## config.mk

```make
export PLATFORM = sky130hd
export DESIGN_NAME = rp_product_accumulator_flat
export DESIGN_NICKNAME = d
export VERILOG_FILES = /design/src/rtl/rp_product_accumulator_if.sv /design/src/rtl/rp_product_accumulator.sv /design/src/flat_wrapper.sv
export SDC_FILE = /design/constraint.sdc
export NUM_CORES = 1
export LEC_CHECK = 0
export ABC_CLOCK_PERIOD_IN_PS = 7600
export CAP_MARGIN = 25
export CORE_MARGIN = 3
export CORE_UTILIZATION = 39
export DETAILED_ROUTE_END_ITERATION = 10
export GPL_TIMING_DRIVEN = 0
export SLEW_MARGIN = 20
export SYNTH_ARGS = -nofsm -noshare
export SYNTH_HDL_FRONTEND = slang
export SYNTH_SLANG_ARGS = --single-unit
```

## constraint.sdc

```tcl
create_clock -name clk -period 7.6 [get_ports clk]
set_input_delay 2.28 -clock clk [delete_from_list [all_inputs] [get_ports clk]]
set_output_delay 2.28 -clock clk [all_outputs]
set_load 0.02 [all_outputs]
```

## src/rtl/rp_product_accumulator_if.sv

```systemverilog
// Handshake bundle between the product stream source, the accumulator stage and the result consumer.
interface rp_product_accumulator_if #(
    parameter int PROD_W = 16,
    parameter int ACC_W  = 24,
    parameter int CNT_W  = 9
);
    logic              in_valid;
    logic              in_ready;
    logic [PROD_W-1:0] in_product;
    logic              in_last;
    logic              out_valid;
    logic              out_ready;
    logic [ACC_W-1:0]  out_acc;
    logic [CNT_W-1:0]  out_count;
    logic              out_ovf;

    modport master (
        output in_valid, in_product, in_last, out_ready,
        input  in_ready, out_valid, out_acc, out_count, out_ovf
    );

    modport slave (
        input  in_valid, in_product, in_last, out_ready,
        output in_ready, out_valid, out_acc, out_count, out_ovf
    );
endinterface

```

## src/rtl/rp_product_accumulator.sv

```systemverilog
// Frame-based accumulator for 16-bit multiplier products with a registered result handshake.
// Define RP_ACC_SATURATE_EN to clamp the sum at its maximum instead of wrapping on overflow.
module rp_product_accumulator #(
    parameter int PROD_W = 16,
    parameter int ACC_W  = 24,
    parameter int CNT_W  = 9
) (
    input  logic                      clk,
    input  logic                      rst_n,
    input  logic                      clr,
    rp_product_accumulator_if.slave   bus
);

    typedef enum logic {ST_ACC, ST_HOLD} state_e;

    localparam logic [CNT_W-1:0] CNT_MAX = '1;
    localparam logic [ACC_W-1:0] ACC_MAX = '1;

    state_e             state_q, state_d;
    logic [ACC_W-1:0]   acc_q, acc_d;
    logic [CNT_W-1:0]   cnt_q, cnt_d;
    logic               ovf_q, ovf_d;
    logic [ACC_W-1:0]   out_acc_q, out_acc_d;
    logic [CNT_W-1:0]   out_count_q, out_count_d;
    logic               out_ovf_q, out_ovf_d;
    logic               in_ready_q, in_ready_d;
    logic               out_valid_q, out_valid_d;

    logic [ACC_W:0]     sum;
    logic [ACC_W-1:0]   acc_next;
    logic [CNT_W-1:0]   cnt_next;
    logic               ovf_next;

    // Bit ACC_W of the widened sum is the carry that flags overflow.
    always_comb begin
        sum = {1'b0, acc_q} + (ACC_W+1)'(bus.in_product);
`ifdef RP_ACC_SATURATE_EN
        acc_next = sum[ACC_W] ? ACC_MAX : sum[ACC_W-1:0];
`else
        acc_next = sum[ACC_W-1:0];
`endif
        ovf_next = ovf_q | sum[ACC_W];
        cnt_next = (cnt_q == CNT_MAX) ? cnt_q : cnt_q + CNT_W'(1);
    end

    always_comb begin
        state_d     = state_q;
        acc_d       = acc_q;
        cnt_d       = cnt_q;
        ovf_d       = ovf_q;
        out_acc_d   = out_acc_q;
        out_count_d = out_count_q;
        out_ovf_d   = out_ovf_q;
        in_ready_d  = in_ready_q;
        out_valid_d = out_valid_q;

        case (state_q)
            ST_ACC: begin
                if (clr) begin
                    acc_d = '0;
                    cnt_d = '0;
                    ovf_d = 1'b0;
                end else if (bus.in_valid) begin
                    if (bus.in_last) begin
                        out_acc_d   = acc_next;
                        out_count_d = cnt_next;
                        out_ovf_d   = ovf_next;
                        acc_d       = '0;
                        cnt_d       = '0;
                        ovf_d       = 1'b0;
                        state_d     = ST_HOLD;
                        in_ready_d  = 1'b0;
                        out_valid_d = 1'b1;
                    end else begin
                        acc_d = acc_next;
                        cnt_d = cnt_next;
                        ovf_d = ovf_next;
                    end
                end
            end
            // The held result survives clr; only the consumer can release it.
            ST_HOLD: begin
                if (bus.out_ready) begin
                    state_d     = ST_ACC;
                    in_ready_d  = 1'b1;
                    out_valid_d = 1'b0;
                end
            end
            default: begin
                state_d     = ST_ACC;
                in_ready_d  = 1'b1;
                out_valid_d = 1'b0;
            end
        endcase
    end

    always_ff @(posedge clk or negedge rst_n) begin
        if (!rst_n) begin
            state_q     <= ST_ACC;
            acc_q       <= '0;
            cnt_q       <= '0;
            ovf_q       <= 1'b0;
            out_acc_q   <= '0;
            out_count_q <= '0;
            out_ovf_q   <= 1'b0;
            in_ready_q  <= 1'b1;
            out_valid_q <= 1'b0;
        end else begin
            state_q     <= state_d;
            acc_q       <= acc_d;
            cnt_q       <= cnt_d;
            ovf_q       <= ovf_d;
            out_acc_q   <= out_acc_d;
            out_count_q <= out_count_d;
            out_ovf_q   <= out_ovf_d;
            in_ready_q  <= in_ready_d;
            out_valid_q <= out_valid_d;
        end
    end

    assign bus.in_ready  = in_ready_q;
    assign bus.out_valid = out_valid_q;
    assign bus.out_acc   = out_acc_q;
    assign bus.out_count = out_count_q;
    assign bus.out_ovf   = out_ovf_q;

endmodule

```

## src/flat_wrapper.sv

```systemverilog
// flat-port wrapper written by rule: the top's interface ports become plain ports
module rp_product_accumulator_flat 
#(
    parameter int PROD_W = 16,
    parameter int ACC_W  = 24,
    parameter int CNT_W  = 9
)
  (clk, rst_n, clr, bus_in_valid, bus_in_product, bus_in_last, bus_out_ready, bus_in_ready, bus_out_valid, bus_out_acc, bus_out_count, bus_out_ovf);
  rp_product_accumulator_if #(.PROD_W(PROD_W), .ACC_W(ACC_W), .CNT_W(CNT_W)) bus_i ();
  input  logic clk;
  input  logic rst_n;
  input  logic clr;
  input wire logic [$bits(bus_i.in_valid)-1:0] bus_in_valid;
  input wire logic [$bits(bus_i.in_product)-1:0] bus_in_product;
  input wire logic [$bits(bus_i.in_last)-1:0] bus_in_last;
  input wire logic [$bits(bus_i.out_ready)-1:0] bus_out_ready;
  output wire logic [$bits(bus_i.in_ready)-1:0] bus_in_ready;
  output wire logic [$bits(bus_i.out_valid)-1:0] bus_out_valid;
  output wire logic [$bits(bus_i.out_acc)-1:0] bus_out_acc;
  output wire logic [$bits(bus_i.out_count)-1:0] bus_out_count;
  output wire logic [$bits(bus_i.out_ovf)-1:0] bus_out_ovf;
  assign bus_i.in_valid = bus_in_valid;
  assign bus_i.in_product = bus_in_product;
  assign bus_i.in_last = bus_in_last;
  assign bus_i.out_ready = bus_out_ready;
  assign bus_in_ready = bus_i.in_ready;
  assign bus_out_valid = bus_i.out_valid;
  assign bus_out_acc = bus_i.out_acc;
  assign bus_out_count = bus_i.out_count;
  assign bus_out_ovf = bus_i.out_ovf;
  rp_product_accumulator #(.PROD_W(PROD_W), .ACC_W(ACC_W), .CNT_W(CNT_W)) u_core (.clk(clk), .rst_n(rst_n), .clr(clr), .bus(bus_i));
endmodule
```

==> flow_summary.toml <==
[outcome]
status = "complete, no violations"

[floorplanning]
die_area_sq_um = 11000
rows = 35
io_pins = 58
die-height_microns = 105
placeableCoreArea_sq_um = 9330
die_x_microns = 105
initial_utilization_pct = 40.7

[global_route]
grt_pass1_vias = 3192
grt_start_max_net_pins = 47
gr-total-overflow = 0
grt_pass1_wl_microns = 15800
grtUsageMet1_pct = 23.8
top_usage_layer = "met2"
antenna_found_initial = 0
use_met2_pct = 28.5
gr-usage-met3_pct = 3.83
grt_use_total_pct = 17.8

[synth]
ys_seq_area_share_pct = 46.9
synth_ff_type = "dfrtp_1"
synth_seq_cells = 71
syn_nets = 427
syn_avg_cell_area_sq_um = 9.81
syn_inst = 387
yosys_warnings = 0
synth-edff-count = 0
synth_cell_types = 51
synthArstFlopShare_pct = 100
syn-cell-area_sq_um = 3790

[pwr]
ir_drop_mv = 0.0820
power_density_nw_per_um2 = 236
p_leak_uw = 0.00208

[clocking]
postCtsSetupBuffers = 0
clockBufferDepth = 2
cts_hold_buf = 0
htreeDepth = 3
post_cts_resized = 0
cts_tree = "yes"
cts_sinks = 71
cts_buffers = 9
cts-root-buf = "clkbuf_8"
clk_latency_ns = 0.35
clk_pin_slew_ns = 0.08

[worst_setup_path]
path_delay_family = "compound AO/OA/AOI/OAI gates"
cp-start-kind = "input port"
critPathMaxStageDelay_ns = 0.55
r2r-start = "u_core.acc_q[0]$_DFFE_PN0P_"
r2r_slack_ns = 4.71
slowest_stage = "a2111oi_2"
required_ns = 7.88
end_kind = "flip-flop"
r2r_cells = 11
critical_path.cell_chain = "clkdlybuf4s50_1, ha_1, inv_1, fa_1, and2b_1, o2111ai_2, a2111oi_2, o41a_1, buf_4, nand3_2, or3_1, nand3_1"
worst-path-max-fanout = 9
cp.arrival_ns = 5.23
critical_path_depth = 12
critPathBufInv = 3
reg2reg_to = "u_core.acc_q[18]$_DFFE_PN0P_"
worstSetupPathType = "input port to flip-flop"

[finish]
n_antenna_cell = 0
fin_cells = 590
nets = 496
area.sequential_sq_um = 1780
n_fill_cell = 882
layout-drive-gt1-share_pct = 9.33
area_delta_synth_final_pct = 26.4
layout.cell_area.non_filler_sq_um = 4800
multi_input_area_sq_um = 1910

[route]
postRouteWirelength_microns = 9190
drtPass1Iterations = 4
drtIter0Drc = 139
drt.antenna.violating_nets = 0
via_per_inst = 5.28
drc_errors = 0
vias = 3115
wl_per_cell_microns = 15.6

[placement]
dp_hpwl_microns = 6680
routabilityCongestion = 0.840
placed_cells = 574
postPlaceCellArea_sq_um = 4550
numPortBuffers = 57

[sta]
worstMarginPinSlew_ns = 0.772
slew_viol_final = 0
final.setup_skew_ns = 0.0116
finalSetupTns_ns = 0
finalSetupViolCount = 0
period_needed_ns = 4.95
period_share_pct = 65.1
slew_headroom_pct = 48.2
rsz0062_at_grt = "no"
hold_viol = 0
holdWs_ns = 0.478
max_freq_mhz = 202

[worst_hold_path]
min_to = "u_core.bus.out_count[8]$_DFFE_PN0P_"
hp-class = "flip-flop to flip-flop"
worstHoldPathCells = 2
hold_start = "u_core.bus.out_count[8]$_DFFE_PN0P_"

[run]
drv_cap = 0
## flip-flops by register name, summed over array words and instances, names as in the netlist
signal,flops
u_core.bus.in_ready,1
u_core.bus.out_ovf,1
u_core.acc_q,24
u_core.state_q,1
u_core.bus.out_valid,1
u_core.cnt_q,9
u_core.bus.out_acc,24
u_core.bus.out_count,9
u_core.ovf_q,1
## synthesized netlist by cell type (all sizes together) (2+ instances only)
master,number,area share (%)
a22o,17,3.9
xnor2,13,3.0
nor2,27,2.7
o21a,4,0.79
o21bai,3,0.59
nand2,48,4.7
nand4,5,0.82
o211ai,2,0.40
mux2i,2,0.53
a2111oi,2,1.1
and3,5,0.82
or3,4,0.66
o2111ai,2,0.63
o31ai,3,0.59
xor2,12,2.8
buf,4,0.53
or2,2,0.33
dfrtp,70,46
a21o,5,0.99
inv,10,0.99
o21ai,42,5.6
a21oi,25,3.3
a31oi,5,0.82
ha,17,5.6
mux2,13,3.9
nand3,13,1.8
nand2b,2,0.33
clkbuf,14,1.4
## layout by cell type, fill, tap and decap left out, drive strengths merged, types with 2 or more instances in the layout
cell type	Yosys	layout
a2111oi	2	2
clkbuf	14	24
dfrtp	70	70
nand2	48	48
nand2b	2	2
a31oi	5	5
or2	2	2
nand3	13	13
o21a	4	4
and3	5	5
o2111ai	2	2
nand4	5	5
o211ai	2	2
mux2i	2	2
clkinv	0	2
clkdlybuf4s50	0	56
inv	10	10
or3	4	4
o21ai	42	42
mux2	13	13
buf	4	6
a21oi	25	25
bufinv	0	3
a22o	17	17
ha	17	17
nor2	27	27
o31ai	3	3
a21o	5	5
o21bai	3	3
xnor2	13	13
xor2	12	12
## logic make-up (layout without fill, tap and decap cells)
family                     after synthesis  after routing  share of synthesized area, %
AOI/OAI and AO/OA                      117            117                          20.4
and+or+nand+nor                        113            113                          13.5
DFF                                     71             71                          46.9
buffers and inverters                   28            102                          2.90
xor gates and xnor gates                25             25                          5.77
adders and majority gates               18             18                          6.13
muxes                                   15             15                          4.39
## how the worst max path moves through the flow
stage | startpoint | endpoint | slack [ns]
after floorplan | bus_in_product[0] | u_core.acc_q[18]$_DFFE_PN0P_ | 3.13
after global routing | bus_in_product[0] | u_core.acc_q[18]$_DFFE_PN0P_ | 2.56
after detailed placement | bus_in_product[0] | u_core.acc_q[18]$_DFFE_PN0P_ | 2.32
after CTS | bus_in_product[0] | u_core.acc_q[18]$_DFFE_PN0P_ | 2.66
after global placement | rst_n | u_core.bus.out_count[1]$_DFFE_PN0P_ | 1.68
final | bus_in_product[0] | u_core.acc_q[18]$_DFFE_PN0P_ | 2.65
## report_power, final
| group | switching [uW] | internal [uW] |
|---|---|---|
| registers | 28.0 | 427 |
| clock network | 148 | 226 |
| logic | 159 | 146 |
| total | 335 | 799 |
## routing by layer
metal | vias up | routed length [microns]
met3 | 8 | 299
met1 | 1530 | 4430
met2 | 53 | 4340
met5 | - | 0
li1 | 1524 | -
met4 | 0 | 119
## layout make-up
type / instances / share of cell area [%]
Buffer: 18 / 1.51
Clock buffer: 10 / 2.87
Clock inverter: 6 / 2.24
Inverter: 10 / 0.782
Multi-Input combinational cell: 288 / 39.7
Sequential cell: 71 / 37.1
Tap cell: 129 / 3.36
Timing Repair Buffer: 58 / 12.4
## worst min-delay path, cell delays in order (launching register included)
cell and delay (ns):
dfrtp_1 0.36, nand2_1 0.05, nand2_1 0.05
## stage by stage
step / setup slack, ns / util, % / total power [uW]
floorplan: 3.13 / - / 631
global placement: 1.68 / 48.5 / 763
detailed placement: 2.32 / 48.8 / 771
CTS: 2.66 / 51.4 / 1150
global route: 2.56 / 51.4 / 1200
finish: 2.65 / 51.4 / 1130
Power figures use the tool's default switching activity.
